## src/rtl/fir_out_i2s_tx.sv

```systemverilog
`default_nettype none
// ============================================================================
// Module   : fir_out_i2s_tx
// Brief    : FIR output conditioner and I2S transmitter. Rounds/saturates the
//            signed FIR result to the DAC word width, queues it in a small
//            FIFO and serialises it on both I2S channels (one-BCLK delay,
//            MSB first). Reports overflow, underflow and clipping status.
// Revision : 1.0 - initial release
// ============================================================================
module fir_out_i2s_tx #(
    parameter int IN_WIDTH   = 24,
    parameter int OUT_WIDTH  = 16,
    parameter int SHIFT      = 0,
    parameter int FIFO_DEPTH = 8,
    parameter int BCLK_DIV   = 4,
    parameter int SLOT_BITS  = 32
) (
    input  logic                          clk_i,
    input  logic                          rst_i,
    input  logic                          enable_i,
    input  logic                          valid_strobe_in,
    input  logic signed [IN_WIDTH-1:0]    y_in,
    output logic                          bclk_o,
    output logic                          lrclk_o,
    output logic                          sdata_o,
    output logic [$clog2(FIFO_DEPTH):0]   fifo_level_o,
    output logic                          sat_o,
    output logic [7:0]                    overflow_cnt_o,
    output logic [7:0]                    underflow_cnt_o
);

    // Working width wide enough for rounding carry and left alignment
    localparam int c_RW = IN_WIDTH + OUT_WIDTH + 1;
    localparam int c_D  = IN_WIDTH - SHIFT - OUT_WIDTH;
    localparam int c_AW = $clog2(FIFO_DEPTH);
    localparam int c_LW = c_AW + 1;
    localparam int c_DW = $clog2(BCLK_DIV);
    localparam int c_BW = $clog2(2 * SLOT_BITS);

    localparam logic signed [c_RW-1:0] c_MAX = c_RW'((1 << (OUT_WIDTH - 1)) - 1);
    localparam logic signed [c_RW-1:0] c_MIN = ~c_MAX;

    // ------------------------------------------------------------------
    // Conditioning: gain trim, round half up, clamp
    // ------------------------------------------------------------------
    logic signed [c_RW-1:0]  w_y_ext;
    logic signed [c_RW-1:0]  w_p;
    logic signed [c_RW-1:0]  w_r;
    logic [OUT_WIDTH-1:0]    w_word;
    logic                    w_clip;

    assign w_y_ext = {{(c_RW - IN_WIDTH){y_in[IN_WIDTH-1]}}, y_in};
    assign w_p     = w_y_ext >>> SHIFT;

    generate
        if (c_D > 0) begin : g_round
            localparam logic signed [c_RW-1:0] c_HALF = c_RW'(1) << (c_D - 1);
            assign w_r = (w_p + c_HALF) >>> c_D;
        end else begin : g_widen
            assign w_r = w_p <<< (-c_D);
        end
    endgenerate

    // Clamp the rounded value into the signed output range
    always_comb begin
        w_clip = 1'b0;
        w_word = w_r[OUT_WIDTH-1:0];
        if (w_r > c_MAX) begin
            w_clip = 1'b1;
            w_word = c_MAX[OUT_WIDTH-1:0];
        end else if (w_r < c_MIN) begin
            w_clip = 1'b1;
            w_word = c_MIN[OUT_WIDTH-1:0];
        end
    end

    logic                 r_s1_valid;
    logic [OUT_WIDTH-1:0] r_s1_word;
    logic                 r_sat;

    // Stage-1 register; strobes are ignored while disabled
    always_ff @(posedge clk_i or posedge rst_i) begin
        if (rst_i) begin
            r_s1_valid <= 1'b0;
            r_s1_word  <= '0;
            r_sat      <= 1'b0;
        end else begin
            r_s1_valid <= valid_strobe_in && enable_i;
            r_sat      <= valid_strobe_in && enable_i && w_clip;
            if (valid_strobe_in && enable_i) begin
                r_s1_word <= w_word;
            end
        end
    end

    // ------------------------------------------------------------------
    // BCLK divider and serializer timing
    // ------------------------------------------------------------------
    logic [c_DW-1:0]      r_div;
    logic                 r_bclk;
    logic [c_BW-1:0]      r_bit;
    logic                 r_lrclk;
    logic                 r_sdata;
    logic [OUT_WIDTH-1:0] r_word;

    logic                 w_div_end;
    logic                 w_fall;
    logic                 w_wrap;
    logic [c_BW-1:0]      w_bit_nxt;
    logic [c_BW-1:0]      w_slot;
    logic [OUT_WIDTH-1:0] w_sh;
    logic                 w_sdata_nxt;

    assign w_div_end = (r_div == c_DW'(BCLK_DIV - 1));
    assign w_fall    = w_div_end && r_bclk;
    assign w_wrap    = w_fall && (r_bit == c_BW'(2 * SLOT_BITS - 1));
    assign w_bit_nxt = (r_bit == c_BW'(2 * SLOT_BITS - 1)) ? '0 : r_bit + c_BW'(1);
    assign w_slot    = (w_bit_nxt >= c_BW'(SLOT_BITS)) ? w_bit_nxt - c_BW'(SLOT_BITS)
                                                        : w_bit_nxt;
    // Slot position s selects word[OUT_WIDTH-s]: shift it up to the MSB
    assign w_sh        = r_word << (w_slot - c_BW'(1));
    assign w_sdata_nxt = (w_slot != '0) && (w_slot <= c_BW'(OUT_WIDTH)) && w_sh[OUT_WIDTH-1];

    // ------------------------------------------------------------------
    // FIFO control
    // ------------------------------------------------------------------
    logic [OUT_WIDTH-1:0] r_mem [FIFO_DEPTH];
    logic [c_AW-1:0]      r_wr;
    logic [c_AW-1:0]      r_rd;
    logic [c_LW-1:0]      r_level;
    logic [7:0]           r_ovf;
    logic [7:0]           r_uf;

    logic w_pop;
    logic w_push;
    logic w_drop;
    logic w_uf;

    assign w_pop  = enable_i && w_wrap && (r_level != '0);
    assign w_uf   = enable_i && w_wrap && (r_level == '0);
    // A full FIFO still accepts a write in the cycle it is popped
    assign w_push = enable_i && r_s1_valid && ((r_level != c_LW'(FIFO_DEPTH)) || w_pop);
    assign w_drop = enable_i && r_s1_valid && !w_push;

    // Bit clock, bit index and serial outputs; all cleared while disabled
    always_ff @(posedge clk_i or posedge rst_i) begin
        if (rst_i) begin
            r_div   <= '0;
            r_bclk  <= 1'b0;
            r_bit   <= '0;
            r_lrclk <= 1'b0;
            r_sdata <= 1'b0;
            r_word  <= '0;
        end else if (!enable_i) begin
            r_div   <= '0;
            r_bclk  <= 1'b0;
            r_bit   <= '0;
            r_lrclk <= 1'b0;
            r_sdata <= 1'b0;
            r_word  <= '0;
        end else begin
            if (w_div_end) begin
                r_div  <= '0;
                r_bclk <= ~r_bclk;
            end else begin
                r_div <= r_div + c_DW'(1);
            end
            if (w_fall) begin
                r_bit   <= w_bit_nxt;
                r_lrclk <= (w_bit_nxt >= c_BW'(SLOT_BITS));
                r_sdata <= w_sdata_nxt;
                if (w_wrap) begin
                    r_word <= w_pop ? r_mem[r_rd] : '0;
                end
            end
        end
    end

    // Sample storage (data only, no reset needed)
    always_ff @(posedge clk_i) begin
        if (w_push) begin
            r_mem[r_wr] <= r_s1_word;
        end
    end

    // FIFO pointers and occupancy; flushed while disabled
    always_ff @(posedge clk_i or posedge rst_i) begin
        if (rst_i) begin
            r_wr    <= '0;
            r_rd    <= '0;
            r_level <= '0;
        end else if (!enable_i) begin
            r_wr    <= '0;
            r_rd    <= '0;
            r_level <= '0;
        end else begin
            if (w_push) begin
                r_wr <= r_wr + c_AW'(1);
            end
            if (w_pop) begin
                r_rd <= r_rd + c_AW'(1);
            end
            case ({w_push, w_pop})
                2'b10:   r_level <= r_level + c_LW'(1);
                2'b01:   r_level <= r_level - c_LW'(1);
                default: r_level <= r_level;
            endcase
        end
    end

    // Saturating status counters; they hold their value while disabled
    always_ff @(posedge clk_i or posedge rst_i) begin
        if (rst_i) begin
            r_ovf <= '0;
            r_uf  <= '0;
        end else begin
            if (w_drop && (r_ovf != 8'hFF)) begin
                r_ovf <= r_ovf + 8'd1;
            end
            if (w_uf && (r_uf != 8'hFF)) begin
                r_uf <= r_uf + 8'd1;
            end
        end
    end

    assign bclk_o          = r_bclk;
    assign lrclk_o         = r_lrclk;
    assign sdata_o         = r_sdata;
    assign fifo_level_o    = r_level;
    assign sat_o           = r_sat;
    assign overflow_cnt_o  = r_ovf;
    assign underflow_cnt_o = r_uf;

endmodule
`default_nettype wire
```

## config.mk

```make
export PLATFORM = sky130hd
export DESIGN_NAME = fir_out_i2s_tx
export DESIGN_NICKNAME = d
export VERILOG_FILES = /design/src/rtl/fir_out_i2s_tx.sv
export SDC_FILE = /design/constraint.sdc
export NUM_CORES = 1
export LEC_CHECK = 0
export ABC_AREA = 1
export CAP_MARGIN = 15
export CORE_MARGIN = 4
export CORE_UTILIZATION = 46
export DETAILED_ROUTE_END_ITERATION = 8
export PLACE_DENSITY = 0.73
export SLEW_MARGIN = 10
export SYNTH_ARGS = -nofsm -noshare
export SYNTH_HDL_FRONTEND = slang
export SYNTH_SLANG_ARGS = --single-unit
```

## constraint.sdc

```tcl
create_clock -name clk_i -period 2.9 [get_ports clk_i]
set_clock_uncertainty 0.2 [all_clocks]
set_input_delay 0.87 -clock clk_i [delete_from_list [all_inputs] [get_ports clk_i]]
set_output_delay 0.87 -clock clk_i [all_outputs]
set_load 0.01 [all_outputs]
```

---- Yosys cells after proc, flatten, opt, wreduce, memory -nomap -nowiden ----
Memory sizes are Yosys's and may differ from the RTL's.
Cells that the tools add are included.
cells by class
  add/sub/neg operators ................... 11
  order comparisons ....................... 4
  equality and inequality tests ........... 13
  shifts and indexed selects .............. 1
  multiplexer cells ....................... 28
  bitwise operators ....................... 1
  reduce and logical (&&, ||, !) cells .... 20
operators with widths
  kind                     number
  $mux W16                 6
  $add A24 B9 Y25 const B  1
  $mux W6                  4
  $gt A17 B16 Y1 const B   1
  $lt A17 B16 Y1 const B   1
  $add A8 B1 Y8 const B    2
  $ne A8 B8 Y1 const B     2
  $shl A16 B6 Y16          1
  $logic_and A1 B1 Y1      14
  $mux W3                  4
  $mux W1                  10
  $ne A2 B1 Y1 const B     5
  $pmux W4 S2              1
  $add A3 B1 Y3 const B    2
  $add A6 B1 Y6 const B    1
  $eq A6 B6 Y1 const B     1
  $ge A6 B6 Y1 const B     1
  $le A6 B5 Y1 const B     1
  $reduce_bool A6 Y1       1
  $sub A6 B1 Y6 const B    1
  $sub A6 B6 Y6 const B    1
  $add A4 B1 Y4 const B    1
  $eq A2 B2 Y1 const B     2
  $logic_not A4 Y1         1
  other kinds (12)         13
word-level totals
  register bits ........................... 71
  bits in writable memories ............... 128
  input port bits ......................... 28
  output and inout bits ................... 24
  memories kept ........................... 1
memory list
  name   depth  width  read ports  clocked after Yosys merged registers in  wr ports  line  RTL
  r_mem  8      16     1           0                                        1         127   logic [OUT_WIDTH-1:0] r_mem [FIFO_DEPTH];

---- Longest topological paths before layout ----
  depth in word-level cells ............... 10
  depth in mapped cells ................... 15

---- Least setup slack after synthesis ----
OpenSTA, ideal clock, no wires.
  kind .................................... input-to-reg
  start ................................... input enable_i
  end ..................................... memory r_mem[0][0] (enable)
  arrival ................................. 2.405 ns
  data required time ...................... 2.312 ns
  slack ................................... -0.093 ns
  cell stages on the path ................. 9
  path buffers ............................ 1
  cell sequence ........................... buf_6 > inv_4 > nor2_8 > nand3_4 > nand2_4 > nand2_4 > inv_1 > nand2_1 > nor2_1
between the ends
  cells in the longest elaborated chain, start to end .. 6
  elaborated cells between the ends (all ways) .. 7
  those cells by class .................... mux: 2; reduce/logical: 5
ends and longest elaborated chain
  what                              line  RTL
  start, declared                   20    input logic enable_i,
  $logic_and A1 B1 Y1 (2 in a row)  139   assign w_pop = enable_i && w_wrap && (r_level != '0);
  $logic_or A1 B1 Y1                142   assign w_push = enable_i && r_s1_valid && ((r_level != c_LW'(FIFO_DEPTH)) || w_pop);
  $logic_and A1 B1 Y1 *             142
  $mux W1 *                         181   if (w_push) begin
  $mux W1 (implied by the code) *   182   r_mem[r_wr] <= r_s1_word;
  end, declared                     127
Mark *: on every way between the ends. The rest lies on a longest branch, timed or not.

---- Final worst setup path ----
  start ................................... register r_level[0] (netlist: fifo_level_o[0])
  end ..................................... output fifo_level_o[0]
RTL lines
  what                    line  RTL
  start, declared         130   logic [c_LW-1:0] r_level;
  start signal, assigned  204   2'b10: r_level <= r_level + c_LW'(1);
  start signal, assigned  205   2'b01: r_level <= r_level - c_LW'(1);
  start signal, assigned  206   default: r_level <= r_level;
  end, declared           26    output logic [$clog2(FIFO_DEPTH):0] fifo_level_o,
No word-level cell between the ends.

==> flow_summary.ini <==
[run]
maxCapViolations = 0

[global_routing]
track_usage_pct = 16.78
grt_max_degree = 67
grt_pass1_wl_mm = 28.95
grt-ovfl-total = 0
grt_pass1_vias = 5931
antenna_found_initial = 0

[layout]
area_growth_pct = 18.15
n_antenna_cell = 0
final-instance-count-excl-fill = 1184
design_area_um2 = 10520
layout.nets = 949
layout-drive-gt1-share_pct = 12.12
fin_util_pct = 55.70

[clock_tree]
cts_buffer_depth = 2
cts_tree = built
cts-buffers-inserted = 17
root_buffer = clkbuf_16
hold_buffers = 0
clk_pin_slew_ns = 0.07
cts_resized = 0
post_cts.repair.setup_buffers = 0
cts.sinks = 199
clkLatencyLatePin_ns = 0.43
htreeDepth = 4

[yosys]
yosysMostFrequentCell = nand2_1
synthArstFlopShare_pct = 35.68
synth.area.top_cells = edfxtp_1, dfrtp_1, nand2_1
syn_area_um2 = 8907
synth_seq_cells = 199
synth_fp_nets = 867
synth_commonest_cells = nand2_1, edfxtp_1, dfrtp_1, inv_1, nor2_1
synth-main-ff-cell = edfxtp_1
synth-edff-count = 128
synth_largest_area_cell = edfxtp_1
synth_warnings = 0
yosys.area.top_type_share_pct = 43.15
syn_avg_cell_area_um2 = 10.74
ys_seq_area_share_pct = 63.10
ys_types = 48
synthCells = 829

[floorplanning]
ioPinCount = 52
core_area_um2 = 18890
num_rows = 50
die_area_um2 = 21650
die_w_um = 147.2
die_h_um = 147.2
start_util_pct = 47.15

[placed_design]
dp_hpwl_mm = 12.11
placed_area_um2 = 9971
place_congestion = 0.9028
place_inst = 1152
io_buffers = 44

[timing]
hold_violations = 0
whs_ns = 0.2339
min_period_ns = 2.532
setup-violations-final = 0
drv_slew = 0
post-route-period-util_pct = 87.32
rsz0062_at_grt = no
max_slew_margin_pct = 53.80
fmax_ghz = 0.3949
tightestPinTransition_ns = 0.6930

[power]
total_power_w = 0.005688
vdd_drop_max_mv = 0.4083
power_leakage_nw = 4.307
powerDensity_nw_per_um2 = 540.5

[setup_path]
critPathLaunchType = flop
worst_setup_path_end_kind = primary output
crit_path_max_fanout = 5
worstPathRequired_ns = 1.83
path_cells = clkdlybuf4s50_1
critPathKind = flop to primary output
crit_family = buffers and inverters
cp.arrival_ns = 1.46
max_stage_delay_ns = 0.58
cp_num_buf_inv = 1
critPathSlowestCell = clkdlybuf4s50_1

[min_path]
min_path_type = flop to flop

[outcome]
status = completed

[drt]
drc = 0
drt-pass1-iter-count = 5
num_vias = 6132
wl_per_cell_um = 14.73
post_drt_via_cell_ratio = 5.179
ant_nets = 0
drt_first_iter_violations = 464
routed_wirelength_mm = 17.45
[routing by layer]
metal	GRT usage, %	vias to the layer above	share of wire, %
met4	5.778	0	1.8
met1	22.04	2961	45
met3	3.547	23	5.2
li1	-	3020	-
met2	27.88	128	48
met5	0	-	0
[final cells by class]
cell class | instances | area [um^2]
fillers | 1597 | 8369
clock inverters | 13 | 117.6
multi-input cells | 526 | 2875
flip-flops and latches | 199 | 5622
inverters | 75 | 285.3
clock buffers | 19 | 432.9
well taps | 260 | 325.3
repair buffers | 92 | 865.8
[through the flow]
| stage | TNS (ns) | setup slack (ns) |
|---|---|---|
| CTS | 0 | 0.1307 |
| floorplan | -11.16 | -0.09323 |
| global placement | -21.56 | -0.2951 |
| finish | 0 | 0.3676 |
| global route | 0 | 0.1485 |
| detailed placement | -26.20 | -0.3158 |
[cells by family after synthesis]
family          synth area share, %
fa+ha+maj                     1.489
compound gates                10.86
simple gates                  16.94
flops                         63.10
mux                          0.2388
xor+xnor                      2.753
buf+inv                       4.621
[state kept, by name (all words and copies together), names as in the netlist, 2 cells and up]
signal,flops
r_rd,3
r_mem,128
r_word,16
r_wr,3
r_s1_word,16
overflow_cnt_o,8
fifo_level_o,4
r_bit,6
r_div,2
underflow_cnt_o,8
[where the power goes]
group | leakage [nW] | total (W) | internal, W | switching [W]
Combinational | 1.99 | 0.000273 | 0.000120 | 0.000153
Sequential | 2.05 | 0.00323 | 0.00313 | 0.0000951
Clock | 0.265 | 0.00219 | 0.00112 | 0.00106
[final timing paths]
check | start | endpoint | slack, ns | cells past startpoint
setup / recovery | fifo_level_o[0] | fifo_level_o[0] | 0.37 | 1
hold / removal | r_div[0] | r_div[0] | 0.23 | 1
setup reg to reg | r_bit[0] | fifo_level_o[3] | 0.38 | 15
hold reg to reg | r_div[0] | r_div[0] | 0.23 | 1
max in group asynchronous | rst_i | r_word[3] | 1.46 | 3
min in group asynchronous | rst_i | overflow_cnt_o[6] | 0.49 | 2
[cell usage in the layout (no fill, tap or decap), types with 3 or more instances in the layout]
cell,synthesis,final
o211ai_1,12,12
a32o_1,16,16
a21oi_1,52,52
o21ai_0,41,41
clkbuf_16,0,17
nand3_1,29,29
dfrtp_1,71,70
nor2_2,3,3
inv_2,4,4
nand2_4,7,7
buf_12,0,5
inv_1,69,66
nor3_1,7,7
edfxtp_1,128,128
ha_1,9,9
clkdlybuf4s50_1,0,43
buf_4,1,43
a32oi_1,16,16
xnor2_1,11,11
nand4_1,7,7
inv_8,0,3
nand2_2,4,4
nor2_1,55,55
clkinv_4,0,5
nand2_1,208,208
xor2_1,17,17
clkinv_1,1,5
o22ai_1,3,3
o21bai_1,5,5
Power figures use the tool's default switching activity.
